`src/rtl/dice_pkg.sv`:
```
// Shared types and widths for the dice roll controller and its pip decoder.
package dice_pkg;

  localparam int FACE_W = 3;
  localparam int PIP_W  = 9;

  typedef enum logic [1:0] {
    IDLE = 2'd0,
    ROLL = 2'd1,
    SLOW = 2'd2,
    HOLD = 2'd3
  } state_t;

  // Next face with wrap from the highest face back to 1.
  function automatic logic [FACE_W-1:0] next_face(input logic [FACE_W-1:0] cur,
                                                  input logic [FACE_W-1:0] top);
    next_face = (cur == top) ? FACE_W'(1) : cur + FACE_W'(1);
  endfunction

endpackage

```
`src/rtl/eight_dice.sv`:
```
// Combinational 3x3 pip decoder: face value to row-major pattern, MSB top-left.
module eight_dice
  import dice_pkg::*;
(
  input  logic [FACE_W-1:0] s,
  output logic [PIP_W-1:0]  out
);

  always_comb begin
    out = '0;
    case (s)
      3'd1:    out = 9'b000_010_000;
      3'd2:    out = 9'b100_000_001;
      3'd3:    out = 9'b100_010_001;
      3'd4:    out = 9'b101_000_101;
      3'd5:    out = 9'b101_010_101;
      3'd6:    out = 9'b111_000_111;
      3'd7:    out = 9'b111_010_111;
      default: out = 9'b000_000_000;
    endcase
  end

endmodule

```
`src/rtl/dice_roll_controller.sv`:
```
// Electronic die: spins while roll is held, decelerates after release, then holds.
//
// state | meaning
// IDLE  | after reset, face blank (s=0)
// ROLL  | roll held, face advances every DIV cycles
// SLOW  | released, advance k waits DIV*k cycles, k=1..SLOW_STEPS
// HOLD  | result settled, face frozen until next roll edge
module dice_roll_controller
  import dice_pkg::*;
#(
  parameter int FACES      = 6,
  parameter int DIV        = 4,
  parameter int SLOW_STEPS = 8
) (
  input  logic              clk,
  input  logic              rst_n,
  input  logic              roll,
  output logic [FACE_W-1:0] s,
  output logic [PIP_W-1:0]  out,
  output logic              busy,
  output logic              done
);

  localparam logic [FACE_W-1:0] FACE_TOP = FACE_W'(FACES);
  localparam logic [15:0]       DIV_M1   = 16'(DIV - 1);
  localparam logic [3:0]        K_LAST   = 4'(SLOW_STEPS);

  state_t            state, state_nxt;
  logic [FACE_W-1:0] s_nxt;
  logic [15:0]       cnt, cnt_nxt;
  logic [3:0]        k, k_nxt;
  logic              done_nxt;
  logic              roll_q;
  logic              rise;

  // The interval timer counts down to zero; loading interval-1 on entry gives
  // the same advance timing as clearing an up-counter and comparing to interval.
  function automatic logic [15:0] slow_reload(input logic [3:0] step);
    slow_reload = 16'(DIV) * {12'd0, step} - 16'd1;
  endfunction

  assign rise = roll & ~roll_q;
  assign busy = (state == ROLL) || (state == SLOW);

  always_ff @(posedge clk or negedge rst_n) begin
    if (!rst_n) begin
      state  <= IDLE;
      s      <= '0;
      cnt    <= '0;
      k      <= '0;
      done   <= 1'b0;
      roll_q <= 1'b0;
    end else begin
      state  <= state_nxt;
      s      <= s_nxt;
      cnt    <= cnt_nxt;
      k      <= k_nxt;
      done   <= done_nxt;
      roll_q <= roll;
    end
  end

  always_comb begin
    state_nxt = state;
    s_nxt     = s;
    cnt_nxt   = cnt;
    k_nxt     = k;
    done_nxt  = 1'b0;
    case (state)
      IDLE, HOLD: begin
        if (rise) begin
          state_nxt = ROLL;
          s_nxt     = FACE_W'(1);
          cnt_nxt   = DIV_M1;
        end
      end
      ROLL: begin
        if (!roll) begin
          state_nxt = SLOW;
          k_nxt     = 4'd1;
          cnt_nxt   = slow_reload(4'd1);
        end else if (cnt == 16'd0) begin
          s_nxt   = next_face(s, FACE_TOP);
          cnt_nxt = DIV_M1;
        end else begin
          cnt_nxt = cnt - 16'd1;
        end
      end
      SLOW: begin
        // roll is deliberately not looked at here
        if (cnt == 16'd0) begin
          s_nxt = next_face(s, FACE_TOP);
          if (k == K_LAST) begin
            state_nxt = HOLD;
            done_nxt  = 1'b1;
            k_nxt     = 4'd0;
          end else begin
            k_nxt   = k + 4'd1;
            cnt_nxt = slow_reload(k + 4'd1);
          end
        end else begin
          cnt_nxt = cnt - 16'd1;
        end
      end
      default: state_nxt = IDLE;
    endcase
  end

  eight_dice u_pips (
    .s  (s),
    .out(out)
  );

endmodule

```
`config.mk`:
```
export PLATFORM = sky130hd
export DESIGN_NAME = dice_roll_controller
export DESIGN_NICKNAME = d
export VERILOG_FILES = /design/src/rtl/dice_pkg.sv /design/src/rtl/eight_dice.sv /design/src/rtl/dice_roll_controller.sv
export SDC_FILE = /design/constraint.sdc
export NUM_CORES = 1
export LEC_CHECK = 0
export CORE_MARGIN = 1
export CORE_UTILIZATION = 55
export DETAILED_ROUTE_END_ITERATION = 12
export PLACE_DENSITY_LB_ADDON = 0.15
export SLEW_MARGIN = 20
export SYNTH_ARGS = -nofsm -noshare
export SYNTH_HDL_FRONTEND = slang
export SYNTH_SLANG_ARGS = --single-unit
export TNS_END_PERCENT = 100
```
`constraint.sdc`:
```
create_clock -name clk -period 5.6 [get_ports clk]
set_input_delay 0.84 -clock clk [delete_from_list [all_inputs] [get_ports clk]]
set_output_delay 0.84 -clock clk [all_outputs]
set_load 0.02 [all_outputs]
```
Word-level counts from Yosys, hierarchy flattened

Index checks and enable logic that the tools add are counted.

Output and inout bits: 14
Input bits: 3
Word-level logic and storage cells: 62
Register bits after elaboration: 27

$add $sub $neg: 4
Bitwise operators: 2
Reduce and logical (&&, ||, !) cells: 9
Equal/unequal tests: 17
Multiplexer cells: 24

Operator list:

| operator                                           | count |
|---|---|
| 2-to-1 mux 16 bit                                  | 5 |
| one-hot mux 9 bit (7 select lines)                 | 1 |
| one-hot mux 16 bit (3 select lines)                | 1 |
| logical NOT 16 bit                                 | 1 |
| subtractor 16 x 1 -> 16 bit, second input constant | 1 |
| == test 3 bit, second input constant               | 4 |
| 2-to-1 mux 3 bit                                   | 4 |
| 2-to-1 mux 4 bit                                   | 3 |
| one-hot mux 3 bit (3 select lines)                 | 1 |
| 2-to-1 mux 2 bit                                   | 4 |
| one-hot mux 4 bit (2 select lines)                 | 1 |
| subtractor 6 x 1 -> 7 bit, second input constant   | 1 |
| == test 3 x 2 -> 1 bit, second input constant      | 2 |
| != test 2 bit, second input constant               | 3 |
| one-hot mux 2 bit (3 select lines)                 | 1 |
| adder 4 x 1 -> 4 bit, second input constant        | 1 |
| == test 2 bit, second input constant               | 2 |
| == test 4 bit, second input constant               | 1 |
| != test 2 x 1 -> 1 bit, second input constant      | 2 |
| AND reduction 2 bit                                | 2 |
| AND reduction 4 bit                                | 1 |
| adder 3 x 1 -> 3 bit, second input constant        | 1 |
| == test 3 x 1 -> 1 bit, second input constant      | 1 |
| 2-to-1 mux 1 bit                                   | 3 |
| other kinds (9)                                    | 9 |

Logic depth before layout (Yosys ltp)

Gate-level depths: netlist (run 1).

Depth in word-level cells: 5
Gate-level depth with buffers: 9
Gate-level depth less buffers: 7

By module

Synthesis (run 1) repeated with hierarchy kept, for this count alone.

Cells, all modules: 206
Area, all modules: 1795.5 sq um

By module, submodules not included:

| module               | times used | area an instance (sq um) | sequential area each (sq um) | cells each |
|---|---|---|---|---|
| dice_roll_controller | 1          | 1732.9                   | 675.6                        | 196 |
| eight_dice           | 1          | 62.6                     | 0.0                          | 10 |

Worst setup path before layout (run 1)

OpenSTA, ideal clock, no wires.

Kind: flip-flop to flip-flop
Start: register cnt[11]
End: register s[2]
Required time: 5531 ps
Setup time: 69 ps
Path buffers: 2
Clock period less this slack: 2341 ps
Cell stages (with the launch flop): 8
Data arrival time: 2272 ps
Setup slack: 3259 ps
Cells stage by stage: dfrtp_1 > or4_4 > or2_1 > buf_6 > or3_1 > buf_2 > or4_1 > nand3_1

Longest elaborated chain between the ends: 4

RTL lines:

| what                                 | line                                                   | text |
|---|---|---|
| start: declaration                   | dice_roll_controller.sv:30                             | `logic [15:0] cnt, cnt_nxt;` |
| start signal: assignment             | dice_roll_controller.sv:56                             | `cnt <= cnt_nxt;` |
| logical NOT 16 bit *                 | dice_roll_controller.sv:82, dice_roll_controller.sv:91 |  |
| 2-to-1 mux 3 bit *                   | -                                                      |  |
| 2-to-1 mux 3 bit                     | -                                                      |  |
| one-hot mux 3 bit (3 select lines) * | -                                                      |  |
| end signal: assignment               | dice_roll_controller.sv:55                             | `s <= s_nxt;` |
| end: declaration                     | dice_roll_controller.sv:18                             | `output logic [FACE_W-1:0] s,` |

Every way passes the cells marked *; elsewhere a longest branch is shown, timed or not. The select of a mux whose other input is x is not followed.
A chain may end at the register's enable or synchronous reset.

Worst setup path in the final report (run 1)

Start: register state[0]
End: output busy

Longest elaborated chain between the ends: 2
Elaborated cells on any way between the ends: 3
Those cells by class: eq/ne (2); reduce/logical (1)

RTL lines:

| what                                                    | line                       | text |
|---|---|---|
| start: declaration                                      | dice_roll_controller.sv:28 | `state_t state, state_nxt;` |
| start signal: assignment                                | dice_roll_controller.sv:54 | `state <= state_nxt;` |
| == test 2 x 1 -> 1 bit or == test 2 bit (tied branches) | dice_roll_controller.sv:43 | `assign busy = (state == ROLL) \|\| (state == SLOW);` |
| logical OR 1 bit *                                      | dice_roll_controller.sv:43 |  |
| end: declaration                                        | dice_roll_controller.sv:20 | `output logic busy,` |

Every way passes the cells marked *; elsewhere a longest branch is shown, timed or not.

==> impl_metrics.ini, run 1 <==
[status]
status = complete, no violations

[placed_design]
gp_congestion = 0.906
placed_area_mm2 = 0.00204
port_buffers = 14
dp_hpwl_um = 2950

[routing]
totalWireLength_um = 4100
route.detailed.drc = 0
drtIter0Drc = 84
viasPerCell = 5.88
dr.pass1.iters = 4
wl_per_cell_um = 14.4
ant_nets = 0
vias = 1675

[logic_synthesis]
synthAdderAreaFrac = 0.0523
synth-xor-area-share = 0.0229
synth_area_leader_cell = dfrtp_1
synthCells = 233
synth_seq_area_share = 0.353
synth-simple-area-share = 0.253
synth-main-ff-cell = dfrtp_1
synthDominantCellAreaShare = 0.353
syn_avg_cell_area_um2 = 8.21
synth.area.top_cells = dfrtp_1 35%, nand2_1 5.7%, ha_1 5.2%
muxShareOfSynthArea = 0.0157
netlist_area_mm2 = 0.00191
ys_warn_count = 0
synth_edf_count = 0
synth_top_family_by_area = simple AND/OR/NAND/NOR gates
ys_seq_elements = 27
synth_compound_area_frac = 0.229
synthArstFlopShare = 1.00
yosysUniqueCellTypes = 52

[run]
maxCapViolations = 0

[clock_tree]
hold_buffers = 0
h-tree-depth = 1
clockBufferDepth = 2
cts_resized = 0
cts_tree = built
cts_setup_buffers = 0
clk_latency_ps = 340
root_buffer = clkbuf_4
clkTransAtPathRegs_ps = 160
cts_buffers = 3
clkSinkCount = 27

[die]
dieArea_mm2 = 0.00372
core_mm2 = 0.00334
start_util = 0.573
dieWidth_um = 61.0
die_h_um = 61.0
pin_count = 17
row_count = 21

[finish]
antennaDiodeCount = 0
syn_to_final_growth_pct = 8.57
utilization = 0.622
nNetsFinal = 251
drive_gt1_frac = 0.0502
final_cell_area_mm2 = 0.00208

[timing]
drv_slew = 0
setup_violations = 0
slew_headroom = 0.525
fin_crit_sh = 0.516
rsz0062_at_grt = false
worst_pin_slew_ps = 709
final.min_clock_period_ps = 2890
fmax_mhz = 346
clock_skew_ps = 14.5
hold_viol = 0
finalSetupTns_ps = 0

[grt]
grtUsageTotal = 0.234
antenna_found_initial = 0
overflow = 0
grt_pass1_vias = 1361
grt_pass1_wl_um = 6510
grt_max_degree = 28

[setup_path]
r2r_start = cnt[0]
crit_type = flip-flop to primary output
required_ps = 4760
r2r_end = s[2]
worst-path-max-fanout = 6
start_kind = flip-flop
r2r_cells = 7
rrSetupSlack_ps = 2970
crit_arrival_ps = 2050
cp-end-kind = primary output

[hold_path]
hold_start = cnt[15]
min_to = cnt[15]
hold_path_depth = 2
min_path_type = flip-flop to flip-flop
## per-stage QoR
step	setup slack (ps)	hold WS, ps	std cells
2_1_floorplan	3260	464	234
3_3_place_gp	2850	500	281
3_5_place_dp	2770	500	281
4_1_cts	2720	533	285
5_1_grt	2600	587	285
6_report	2710	530	285
## layout by cell type (no fill, tap or decap), types with 2 or more instances in the layout
master / count
ha_1: 8
o21ai_0: 17
and3_1: 2
or3_1: 4
nand2_1: 29
nand3_1: 12
o41ai_1: 2
conb_1: 2
o31ai_1: 3
xnor2_1: 3
nor3_1: 8
a2bb2oi_1: 3
or4_1: 2
a31oi_1: 3
nor2_1: 15
a21o_1: 4
nor2b_1: 2
clkbuf_4: 3
o211ai_1: 5
a21oi_1: 12
nor4_1: 3
or2_2: 3
nand2b_1: 5
inv_1: 15
o21a_1: 2
xor2_1: 2
mux2i_1: 3
clkdlybuf4s50_1: 14
o31a_1: 2
and3b_1: 3
dfrtp_1: 27
## per-layer routing
| metal | global-route usage | wire (um) | vias to the layer above |
|---|---|---|---|
| met4 | 0.0617 | 42 | 0 |
| met3 | 0.0256 | 202 | 7 |
| li1 | - | - | 847 |
| met2 | 0.344 | 1800 | 58 |
| met1 | 0.361 | 2050 | 763 |
| met5 | 0 | 0 | - |
## worst max-delay path, cell delays in order (launching register included)
cell	delay (ps)
dfrtp_1	420
inv_1	70
ha_1	380
inv_1	200
clkdlybuf4s50_1	640
## cells in the mapped netlist, drive strengths merged, types with 6 or more instances
cell / count
nor2: 15
ha: 8
nand3: 12
dfrtp: 27
o21ai: 17
buf: 8
nand2: 29
a21oi: 12
inv: 15
clkbuf: 6
nor3: 8
## state kept, by name (all words and copies together), names as in the netlist
register,cells
cnt,16
done,1
k,4
roll_q,1
s,3
state,2
## worst max path at each step
stage | start | slack [ps] | end
after global placement | cnt[0] | 2850 | cnt[2]
after CTS | state[0] | 2720 | busy
final | state[0] | 2710 | busy
after global routing | state[0] | 2600 | busy
after floorplan | cnt[11] | 3260 | s[2]
after detailed placement | cnt[0] | 2770 | cnt[2]
## layout make-up
cell class                      instances  area (um^2)
Clock inverter                          1         5.00
Tap cell                               46         57.6
Timing Repair Buffer                   15          148
Sequential cell                        27          676
Inverter                               15         56.3
Clock buffer                            3         22.5
Fill cell                             294         1260
Multi-Input combinational cell        178         1110
## cells by family (layout without fill, tap and decap cells)
family          count (synthesis)  count (layout)
compound gates                 65              65
xor+xnor                        5               5
fa+ha+maj                       8               8
buf+inv                        29              34
flops                          27              27
mux                             3               3
other cells                     1               2
simple gates                   95              95
Power of run 1 is left out: the tool's default activity adds up to more than one toggle a clock period on the data nets, which glitch-free logic cannot reach.
==> run 2, diff against run 1 <==
Clock period 5.6 ns to 2.8 ns, I/O delays scaled along.
==> impl_metrics.ini, run 2 (synthesis gave the netlist of run 1 again) <==
[finish]
final_common_cell = nand2_1
antennaDiodeCount = 0
final_cell_area_mm2 = 0.00210
largest_reg_flops = 16
syn_to_final_growth_pct = 9.61
final_cell_mix = 29 x nand2_1, 27 x dfrtp_1, 17 x o21ai_0
nNetsFinal = 255
drive_gt1_frac = 0.0617
regMostFlops = cnt
reg.largest.list = cnt x16, k x4, s x3

[timing]
setup_slack_ps = 344
hold_viol = 0
timing.hold.ws_ps = 423
final.min_clock_period_ps = 2460
rsz0062_at_grt = false
finalSetupTns_ps = 0
worst_pin_slew_ps = 709
clock_skew_ps = 17.3
fmax_mhz = 407
drv_slew = 0
slew_headroom = 0.525
setup_violations = 0
fin_crit_sh = 0.877

[status]
status = complete, no violations

[routing]
wl_per_cell_um = 14.2
totalWireLength_um = 4110
vias = 1700
dr.pass1.iters = 4
ant_nets = 0
drtIter0Drc = 157
route.detailed.drc = 0
viasPerCell = 5.88

[die]
dieWidth_um = 61.0
die_h_um = 61.0
pin_count = 17
row_count = 21
start_util = 0.573
dieArea_mm2 = 0.00372
core_mm2 = 0.00334

[placed_design]
place_ws_ps = 393
gp_congestion = 0.859
port_buffers = 14
dp_hpwl_um = 3050
placed_area_mm2 = 0.00207

[setup_path]
cp_top_family = buffers and inverters
cpPeakStageDelay_ps = 640
cp_slowest_cell = clkdlybuf4s50_1
crit_type = flip-flop to primary output
cp-end-kind = primary output
worst-path-max-fanout = 6
required_ps = 2380
critical_path.most_common_cell = inv_1
crit_arrival_ps = 2040
start_kind = flip-flop
path_cells = inv_1 > ha_1 > inv_1 > clkdlybuf4s50_1
critPathBufInv = 3

[grt]
antenna_found_initial = 0
grt_pass1_vias = 1444
grtUsageTotal = 0.243
overflow = 0
grt_max_degree = 28
grt_pass1_wl_um = 6620

[run]
maxCapViolations = 0

[clock_tree]
cts_setup_buffers = 0
hold_buffers = 0
cts_tree = built
cts_resized = 0
clk_latency_ps = 340
h-tree-depth = 1
root_buffer = clkbuf_4
cts_buffers = 3
clkTransAtPathRegs_ps = 160
clkSinkCount = 27
clockBufferDepth = 2

[hold_path]
min_path_type = input pin to asynchronous set/reset pin
==> run 2: cell count changes in the layout (fill, tap and decap cells not counted), sizes merged <==
| cell | delta |
|---|---|
| clkbuf | +1 |
| buf | +4 |
| clkinv | -1 |
==> run 2: worst paths after layout <==
kind | start | endpoint | slack (ps) | cells after the start
setup / recovery | state[0] | busy | 340 | 4
hold / removal | rst_n | cnt[3] | 420 | 2
setup reg to reg | cnt[0] | s[2] | 360 | 7
hold reg to reg | cnt[15] | cnt[15] | 520 | 2
max in group asynchronous | rst_n | cnt[10] | 2100 | 2
min in group clk | cnt[15] | cnt[15] | 520 | 2
==> run 2: metrics by stage <==
| stage | utilization | instances |
|---|---|---|
| 3_5_place_dp | 0.621 | 285 |
| 6_report | 0.628 | 289 |
| 3_3_place_gp | 0.621 | 285 |
| 4_1_cts | 0.628 | 289 |
| 5_1_grt | 0.628 | 289 |
| 2_1_floorplan | - | 234 |
==> run 2: final cells by class <==
type	count	area (um^2)
clock buffers	4	26.3
multi-input cells	178	1100
inverters	15	56.3
fillers	311	1240
flip-flops and latches	27	676
well taps	46	57.6
repair buffers	19	178
==> run 2: per-layer routing <==
metal | part of all wire | vias up | global-route usage
met2 | 0.46 | 55 | 0.369
met5 | 0 | - | 0
met1 | 0.47 | 790 | 0.358
li1 | - | 851 | -
met4 | 0.011 | 0 | 0.0909
met3 | 0.060 | 4 | 0.0256
Power of run 2 is left out for the same reason.
==> run 3, diff against run 2 <==
Settings changed: SYNTH_HIERARCHICAL set to 1.
==> impl_metrics.ini, run 3 <==
[clock_tree]
root_buffer = clkbuf_4
h-tree-depth = 1
cts_setup_buffers = 0
clk_latency_ps = 340
cts_buffers = 3
clockBufferDepth = 2
hold_buffers = 0
clkTransAtPathRegs_ps = 160
clkSinkCount = 27
cts_tree = built
cts_resized = 0

[routing]
totalWireLength_um = 3780
dr.pass1.iters = 4
viasPerCell = 6.04
vias = 1552
route.detailed.drc = 0
wl_per_cell_um = 14.7
ant_nets = 0
drtIter0Drc = 79

[setup_path]
worst-path-max-fanout = 8
cp-end-kind = primary output
cp_top_family = buffers and inverters
critPathBufInv = 3
crit_start = state[0]
cp_slowest_cell = clkdlybuf4s50_1
rrSetupSlack_ps = 460
critical_path.most_common_cell = inv_1
start_kind = flip-flop
r2r_start = cnt[0]
crit_arrival_ps = 2060
cpPeakStageDelay_ps = 640
r2r_cells = 8
required_ps = 2380
r2r_end = cnt[14]
path_cells = inv_1 > ha_1 > inv_1 > clkdlybuf4s50_1
crit_type = flip-flop to primary output

[grt]
antenna_found_initial = 0
grt_pass1_vias = 1399
grt_pass1_wl_um = 6470
grt_max_degree = 28
grtUsageTotal = 0.245
overflow = 0

[finish]
antennaDiodeCount = 0
fillers = 289
regMostFlops = cnt
reg.largest.list = cnt x16, k x4, s x3
largest_reg_flops = 16
nNetsFinal = 223
final_common_cell = dfrtp_1
final_cells = 257
drive_gt1_frac = 0.0751
syn_to_final_growth_pct = 10.0
multiInputGateArea_mm2 = 0.00101
final_cell_mix = 27 x dfrtp_1, 20 x nand2_1, 20 x o21ai_0
seq_area_um2 = 676

[placed_design]
place_ws_ps = 497
gp_congestion = 0.887
dp_hpwl_um = 2840
port_buffers = 14
place_inst = 253

[die]
dieArea_mm2 = 0.00350
dieWidth_um = 59.1
core_mm2 = 0.00308
die_h_um = 59.1
start_util = 0.583
row_count = 20
pin_count = 17

[logic_synthesis]
ys_warn_count = 6
synth_edf_count = 0
ys_seq_elements = 27
netlist_area_mm2 = 0.00180
syn_avg_cell_area_um2 = 8.72
yosysUniqueCellTypes = 55
synthDominantCellAreaShare = 0.376
synth.area.top_cells = dfrtp_1 38%, o21ai_0 5.6%, ha_1 4.2%
synthArstFlopShare = 1.00
synth_area_leader_cell = dfrtp_1
ys_top_cells_by_count = 27 x dfrtp_1, 20 x nand2_1, 20 x o21ai_0
synth.most_common_cell = dfrtp_1
synthCells = 206
synth_seq_area_share = 0.376
synth-main-ff-cell = dfrtp_1

[timing]
slew_headroom = 0.679
rsz0062_at_grt = false
worst_pin_slew_ps = 469
final.min_clock_period_ps = 2480
drv_slew = 0
fmax_mhz = 403
setup_violations = 0
finalSetupTns_ps = 0
hold_viol = 0
timing.hold.ws_ps = 436
fin_crit_sh = 0.887
clock_skew_ps = 4.96
setup_slack_ps = 317

[power]
p_leak_uw = 0.000865
fin_total_pwr_uw = 2420
peakVddDrop_uv = 517
p_per_area_mw_per_mm2 = 1220

[run]
maxCapViolations = 0

[status]
status = complete, no violations

[hold_path]
min_path_type = input pin to asynchronous set/reset pin
==> run 3: cell types whose count changed in the layout (fill, tap and decap cells not counted), sizes merged, moves of 4 or more <==
cell,change
nand2b,-4
nor2,-7
o21ai,+5
inv,-5
nand2,-9
and2,+5
==> run 3: layout make-up <==
class / instances / share of cell area
inverter: 10 / 0.0190
timing repair buffer: 18 / 0.0861
clock inverter: 1 / 0.00380
tap: 44 / 0.0279
sequential: 27 / 0.342
clock buffer: 3 / 0.0114
multi-input combinational: 154 / 0.510
==> run 3: how the worst max path moves through the flow <==
stage / to / slack (ps) / depth (start not counted)
3_3_place_gp: k[3] / 570 / 5
6_report: busy / 320 / 4
3_5_place_dp: k[3] / 500 / 5
5_1_grt: busy / 210 / 4
4_1_cts: busy / 310 / 4
2_1_floorplan: cnt[14] / 660 / 8
==> run 3: metal layers <==
| layer | part of all wire | track usage |
|---|---|---|
| met2 | 0.47 | 0.404 |
| met5 | 0 | 0 |
| met3 | 0.052 | 0.0284 |
| met1 | 0.47 | 0.338 |
| met4 | 0.0069 | 0.0748 |
==> run 3: stage by stage <==
stage	instance area, um^2	util
floorplan	1800	-
global placement	1950	0.632
detailed placement	1950	0.632
CTS	1980	0.642
global route	1980	0.642
finish	1980	0.642
==> run 3: cell families after synthesis <==
logic type | share of synthesized area
simple gates | 0.242
compound gates | 0.220
flops | 0.376
buf+inv | 0.0648
fa+ha+maj | 0.0418
xor+xnor | 0.0244
mux | 0.0286
other cells | 0.00209
==> run 3: power breakdown <==
| part | total, uW | switching, uW | leakage [uW] | internal [uW] |
|---|---|---|---|---|
| combinational | 1540 | 892 | 0.000500 | 643 |
| clock | 182 | 127 | 0.0000139 | 54.8 |
| sequential | 700 | 181 | 0.000350 | 519 |
| total | 2420 | 1200 | 0.000865 | 1220 |
Power figures use the tool's default switching activity.
